[src/rtl/axi_lite_regbank.sv]
// axi_lite_regbank: AXI4-Lite slave exposing NREGS 32-bit control registers
// (slv_reg) and NREGS status words (slv_read), with per-register write/read
// pulses, byte strobes and SLVERR on out-of-range indices.
// Optional build macro AXIL_REGBANK_ID_EN: read index 0 returns ID_VAL.
module axi_lite_regbank #(
    parameter int          NREGS   = 16,
    parameter int          ADDR_W  = 6,
    parameter logic [31:0] RST_VAL = 32'h0000_0000,
    parameter logic [31:0] ID_VAL  = 32'hDEAD_BEEF
) (
    input  logic                axi_clk,
    input  logic                axi_aresetn,
    input  logic [ADDR_W-1:0]   s_axi_awaddr,
    input  logic                s_axi_awvalid,
    output logic                s_axi_awready,
    input  logic [31:0]         s_axi_wdata,
    input  logic [3:0]          s_axi_wstrb,
    input  logic                s_axi_wvalid,
    output logic                s_axi_wready,
    output logic [1:0]          s_axi_bresp,
    output logic                s_axi_bvalid,
    input  logic                s_axi_bready,
    input  logic [ADDR_W-1:0]   s_axi_araddr,
    input  logic                s_axi_arvalid,
    output logic                s_axi_arready,
    output logic [31:0]         s_axi_rdata,
    output logic [1:0]          s_axi_rresp,
    output logic                s_axi_rvalid,
    input  logic                s_axi_rready,
    output logic [NREGS*32-1:0] slv_reg,
    input  logic [NREGS*32-1:0] slv_read,
    output logic [NREGS-1:0]    slv_wr_pulse,
    output logic [NREGS-1:0]    slv_rd_pulse
);

    localparam int         IDX_W       = ADDR_W - 2;
    localparam logic [1:0] RESP_OKAY   = 2'b00;
    localparam logic [1:0] RESP_SLVERR = 2'b10;

    typedef enum logic [1:0] {W_IDLE, W_EXEC, W_RESP} wstate_t;
    typedef enum logic       {R_IDLE, R_DATA}         rstate_t;

    // ---------------- write path ----------------
    wstate_t          r_wstate, w_wstate_nxt;
    logic             r_aw_have, r_w_have, w_aw_have_nxt, w_w_have_nxt;
    logic             r_awready, r_wready;
    logic [IDX_W-1:0] r_widx;
    logic [31:0]      r_wdata;
    logic [3:0]       r_wstrb;
    logic [1:0]       r_bresp;
    logic [31:0]      r_regs [NREGS];
    logic             w_aw_hs, w_w_hs, w_widx_ok;

    assign w_aw_hs   = s_axi_awvalid & r_awready;
    assign w_w_hs    = s_axi_wvalid & r_wready;
    assign w_widx_ok = int'(r_widx) < NREGS;

    // Write FSM next state, AW/W capture flags and write-side outputs
    always_comb begin
        w_wstate_nxt  = r_wstate;
        w_aw_have_nxt = r_aw_have;
        w_w_have_nxt  = r_w_have;
        slv_wr_pulse  = '0;
        case (r_wstate)
            W_IDLE: begin
                w_aw_have_nxt = r_aw_have | w_aw_hs;
                w_w_have_nxt  = r_w_have | w_w_hs;
                if (w_aw_have_nxt && w_w_have_nxt) begin
                    w_wstate_nxt  = W_EXEC;
                    w_aw_have_nxt = 1'b0;
                    w_w_have_nxt  = 1'b0;
                end
            end
            W_EXEC: begin
                w_wstate_nxt = W_RESP;
                for (int unsigned i = 0; i < NREGS; i++)
                    if (r_widx == IDX_W'(i)) slv_wr_pulse[i] = 1'b1;
            end
            W_RESP: if (s_axi_bready) w_wstate_nxt = W_IDLE;
            default: w_wstate_nxt = W_IDLE;
        endcase
    end

    assign s_axi_awready = r_awready;
    assign s_axi_wready  = r_wready;
    assign s_axi_bvalid  = (r_wstate == W_RESP);
    assign s_axi_bresp   = r_bresp;

    // Write FSM state, registered readies, captured address/data and response
    always_ff @(posedge axi_clk or negedge axi_aresetn) begin
        if (!axi_aresetn) begin
            r_wstate  <= W_IDLE;
            r_aw_have <= 1'b0;
            r_w_have  <= 1'b0;
            r_awready <= 1'b0;
            r_wready  <= 1'b0;
            r_widx    <= '0;
            r_wdata   <= '0;
            r_wstrb   <= '0;
            r_bresp   <= RESP_OKAY;
        end else begin
            r_wstate  <= w_wstate_nxt;
            r_aw_have <= w_aw_have_nxt;
            r_w_have  <= w_w_have_nxt;
            r_awready <= (w_wstate_nxt == W_IDLE) && !w_aw_have_nxt;
            r_wready  <= (w_wstate_nxt == W_IDLE) && !w_w_have_nxt;
            if (w_aw_hs) r_widx <= s_axi_awaddr[ADDR_W-1:2];
            if (w_w_hs) begin
                r_wdata <= s_axi_wdata;
                r_wstrb <= s_axi_wstrb;
            end
            if (r_wstate == W_EXEC) r_bresp <= w_widx_ok ? RESP_OKAY : RESP_SLVERR;
        end
    end

    // Control register storage; out-of-range indices match no word
    always_ff @(posedge axi_clk or negedge axi_aresetn) begin
        if (!axi_aresetn) begin
            for (int unsigned i = 0; i < NREGS; i++) r_regs[i] <= RST_VAL;
        end else if (r_wstate == W_EXEC) begin
            for (int unsigned i = 0; i < NREGS; i++)
                if (r_widx == IDX_W'(i))
                    for (int unsigned b = 0; b < 4; b++)
                        if (r_wstrb[b]) r_regs[i][8*b +: 8] <= r_wdata[8*b +: 8];
        end
    end

    // Flatten register array onto the slv_reg bus
    always_comb begin
        for (int unsigned i = 0; i < NREGS; i++) slv_reg[32*i +: 32] = r_regs[i];
    end

    // ---------------- read path ----------------
    rstate_t          r_rstate, w_rstate_nxt;
    logic             r_arready;
    logic [31:0]      r_rdata, w_rd_word;
    logic [1:0]       r_rresp;
    logic [NREGS-1:0] r_rd_pulse, w_rd_mask;
    logic [IDX_W-1:0] w_ar_idx;
    logic             w_ar_hs, w_ar_ok;

    assign w_ar_hs  = s_axi_arvalid & r_arready;
    assign w_ar_idx = s_axi_araddr[ADDR_W-1:2];
    assign w_ar_ok  = int'(w_ar_idx) < NREGS;

    // Read word/pulse select for the address being handshaken
    always_comb begin
        w_rd_word = '0;
        w_rd_mask = '0;
        for (int unsigned i = 0; i < NREGS; i++) begin
            if (w_ar_idx == IDX_W'(i)) begin
                w_rd_word    = slv_read[32*i +: 32];
                w_rd_mask[i] = 1'b1;
            end
        end
`ifdef AXIL_REGBANK_ID_EN
        if (w_ar_idx == '0) w_rd_word = ID_VAL;
`endif
    end

    // Read FSM next state and read-side outputs
    always_comb begin
        w_rstate_nxt = r_rstate;
        case (r_rstate)
            R_IDLE:  if (w_ar_hs) w_rstate_nxt = R_DATA;
            R_DATA:  if (s_axi_rready) w_rstate_nxt = R_IDLE;
            default: w_rstate_nxt = R_IDLE;
        endcase
    end

    assign s_axi_arready = r_arready;
    assign s_axi_rvalid  = (r_rstate == R_DATA);
    assign s_axi_rdata   = r_rdata;
    assign s_axi_rresp   = r_rresp;
    assign slv_rd_pulse  = r_rd_pulse;

    // Read FSM state; data/resp latched at the AR handshake and held until rready
    always_ff @(posedge axi_clk or negedge axi_aresetn) begin
        if (!axi_aresetn) begin
            r_rstate   <= R_IDLE;
            r_arready  <= 1'b0;
            r_rdata    <= '0;
            r_rresp    <= RESP_OKAY;
            r_rd_pulse <= '0;
        end else begin
            r_rstate   <= w_rstate_nxt;
            r_arready  <= (w_rstate_nxt == R_IDLE);
            r_rd_pulse <= w_ar_hs ? w_rd_mask : '0;
            if (w_ar_hs) begin
                r_rdata <= w_rd_word;
                r_rresp <= w_ar_ok ? RESP_OKAY : RESP_SLVERR;
            end
        end
    end

    // Address LSBs are ignored by design
    logic w_unused_bits;
`ifdef AXIL_REGBANK_ID_EN
    assign w_unused_bits = ^{s_axi_awaddr[1:0], s_axi_araddr[1:0]};
`else
    assign w_unused_bits = ^{s_axi_awaddr[1:0], s_axi_araddr[1:0], ID_VAL};
`endif

endmodule
[config.mk]
export PLATFORM = sky130hd
export DESIGN_NAME = axi_lite_regbank
export DESIGN_NICKNAME = d
export VERILOG_FILES = /design/src/rtl/axi_lite_regbank.sv
export SDC_FILE = /design/constraint.sdc
export NUM_CORES = 1
export LEC_CHECK = 0
export BUFFER_PORTS_ARGS = -buffer_cell sky130_fd_sc_hd__buf_4
export CAP_MARGIN = 20
export CORE_AREA = 2 2 449 451
export CTS_BUF_LIST = sky130_fd_sc_hd__clkbuf_16
export DETAILED_ROUTE_END_ITERATION = 16
export DIE_AREA = 0 0 451 453
export PLACE_DENSITY = 0.37
export SETUP_SLACK_MARGIN = 0.5
export SKIP_LAST_GASP = 1
export SYNTH_ARGS = -nofsm -noshare
export SYNTH_HDL_FRONTEND = slang
export SYNTH_SLANG_ARGS = --single-unit
[constraint.sdc]
create_clock -name axi_clk -period 4.64 [get_ports axi_clk]
set_clock_uncertainty 0.05 [all_clocks]
set_input_delay 0.928 -clock axi_clk [delete_from_list [all_inputs] [get_ports axi_clk]]
set_output_delay 0.928 -clock axi_clk [all_outputs]
set_load 0.02 [all_outputs]
==> impl_metrics.env <==
export IMPL_avgSynthCellArea_um2=13.7
export IMPL_routed_wl_mm=158
export IMPL_cts_path_max_buffers=3
export IMPL_power_density_mw_per_mm2=528
export IMPL_drt_iter0_markers=1153
export IMPL_regToRegStartpoint="r_wstate[1]"
export IMPL_overflow=0
export IMPL_num_io_pins=1152
export IMPL_post_cts_resize_count=0
export IMPL_fmax_mhz=269
export IMPL_ys_async_sr_fraction_pct=100
export IMPL_relSlewSlack_pct=29.8
export IMPL_cp_arrival_ns=2.74
export IMPL_vias_per_cell=3.80
export IMPL_critPathCapture="slv_wr_pulse[5]"
export IMPL_clk_pin_slew_worst_paths_ns=0.06
export IMPL_cp_max_fo=5
export IMPL_tightestPinTransition_ns=1.05
export IMPL_start_util_pct=13.7
export IMPL_netlist_instances=2004
export IMPL_die_area_mm2=0.204
export IMPL_ff2ff_path_depth=6
export IMPL_startpoint_type="flip-flop"
export IMPL_cts_sinks=608
export IMPL_wl_per_cell_um=26.7
export IMPL_finalMaxSlewViolations=0
export IMPL_ir_drop_mv=0.259
export IMPL_min_period_ns=3.72
export IMPL_postRouteAntennaNets=0
export IMPL_h_tree_depth=3
export IMPL_core_mm2=0.199
export IMPL_p_leak_nw=20.5
export IMPL_cts_tree="yes"
export IMPL_track_usage_pct=14.9
export IMPL_grt_pass1_vias=23772
export IMPL_post_cts_buffers=0
export IMPL_setup_tns_ns=0
export IMPL_vias=22487
export IMPL_drc=0
export IMPL_final_hold_viol_count=0
export IMPL_area_growth_pct=53.1
export IMPL_synth_seq_area_share_pct=55.6
export IMPL_fp_row_count=164
export IMPL_numCtsBuffers=79
export IMPL_finalSetupViolations=0
export IMPL_layout_drive_gt1_share_pct=61.7
export IMPL_grt_max_degree=81
export IMPL_dieWidth_um=451
export IMPL_yosys_warnings=0
export IMPL_maxCapViolations=0
export IMPL_syn_area_mm2=0.0274
export IMPL_place_port_buffers=1143
export IMPL_grt_pass1_wl_mm=209
export IMPL_fp_dieH_um=453
export IMPL_outcome="finished clean"
export IMPL_holdBufCountCts=0
export IMPL_root_buffer="clkbuf_16"
export IMPL_synth_ff_type="dfrtp_1"
export IMPL_place_congestion=0.855
export IMPL_synth_edff_count=0
export IMPL_final_nets=3734
export IMPL_whs_ns=0.172
export IMPL_detailedPlacementHpwl_mm=126
export IMPL_critPathKind="flip-flop to primary output"
export IMPL_ff2ff_setup_slack_ns=1.57
export IMPL_insertion_delay_ns=0.72
export IMPL_worstSetupEndpointType="primary output"
export IMPL_synth_seq_cells=608
export IMPL_crit_start="r_wstate[1]"
export IMPL_required_ns=3.66
export IMPL_synthDistinctLibCells=62
export IMPL_drt_pass1_iterations=5
export IMPL_hold_path_class="input port to asynchronous set/reset pin"
export IMPL_finalPower_mw=22.1
export IMPL_mostFrequentLayoutCells="1194 x buf_4, 608 x dfrtp_1, 567 x mux2_2"
export IMPL_rsz0062_at_grt="no"
export IMPL_rr_endpoint="slv_reg[174]"
export IMPL_largest_reg_flops=512
export IMPL_grt_antenna_before_repair=26
export IMPL_post_route_util_pct=21.0
export IMPL_final_common_cell="buf_4"
export IMPL_period_share_pct=80.1
[where the power goes]
part           switching, mW  total [mW]  internal (mW)
Clock                   2.67        6.02           3.35
Sequential              1.89        8.64           6.75
Combinational           4.10        7.48           3.37
[worst min path at each step]
stage | startpoint | end | depth (start not counted)
finish | axi_aresetn | slv_reg[193] | 1
global route | axi_aresetn | slv_reg[193] | 1
CTS | axi_aresetn | r_widx[1] | 1
detailed placement | s_axi_rdata[22] | s_axi_rdata[22] | 2
global placement | slv_reg[126] | slv_reg[126] | 1
floorplan | r_aw_have | r_aw_have | 2
[synthesized netlist by cell type (19+ instances only)]
master / instances / area share, %
dfrtp_1: 608 / 56
mux2_2: 567 / 23
a21oi_1: 90 / 1.6
nand2_1: 87 / 1.2
nor2_1: 86 / 1.2
clkbuf_1: 73 / 1.0
mux4_2: 57 / 4.7
o21ai_0: 55 / 1.0
mux2i_1: 49 / 1.8
buf_2: 27 / 0.49
nor2b_1: 26 / 0.59
nand2_2: 24 / 0.55
a31oi_1: 21 / 0.48
buf_4: 21 / 0.58
a211oi_1: 19 / 0.52
[layer usage]
layer | global-route usage (%) | share of wire (%) | up-vias | wire length, µm
met5 | 0 | 0 | - | 0
met4 | 7.82 | 5.0 | 0 | 7890
met3 | 3.25 | 5.3 | 199 | 8430
met2 | 28.3 | 55 | 883 | 86200
met1 | 15.1 | 35 | 11639 | 55400
li1 | - | - | 9766 | -
[area by class of cell]
cell class / instances / area, µm²
clock inverter: 64 / 495
multi-input combinational: 1261 / 11500
inverter: 8 / 30.0
antenna: 24 / 60.1
sequential: 608 / 15200
clock buffer: 80 / 2000
timing repair buffer: 1209 / 9260
fill: 21786 / 157000
tap: 2656 / 3320
[critical path: stages (launching register included)]
cell	delay, ns
dfrtp_1	0.40
and2b_1	0.32
nand3b_1	0.28
nor2_2	0.72
buf_4	0.27
[cells by family after synthesis]
family | count (synthesis) | synth area share, %
other | 1 | 0.0137
AOI/OAI and AO/OA | 283 | 6.56
DFF | 608 | 55.6
buffers and inverters | 138 | 2.51
muxes | 677 | 30.1
and+or+nand+nor | 297 | 5.23
[metrics by stage]
| stage | instances | setup slack [ns] | area [µm²] |
|---|---|---|---|
| CTS | 5886 | 0.719 | 41900 |
| global route | 5907 | 0.771 | 41900 |
| finish | 5910 | 0.923 | 41900 |
| detailed placement | 5742 | 1.11 | 39400 |
| floorplan | 2007 | 2.15 | 27400 |
| global placement | 5740 | 1.13 | 39300 |
Note: power is estimated with default switching activity, not from simulation.
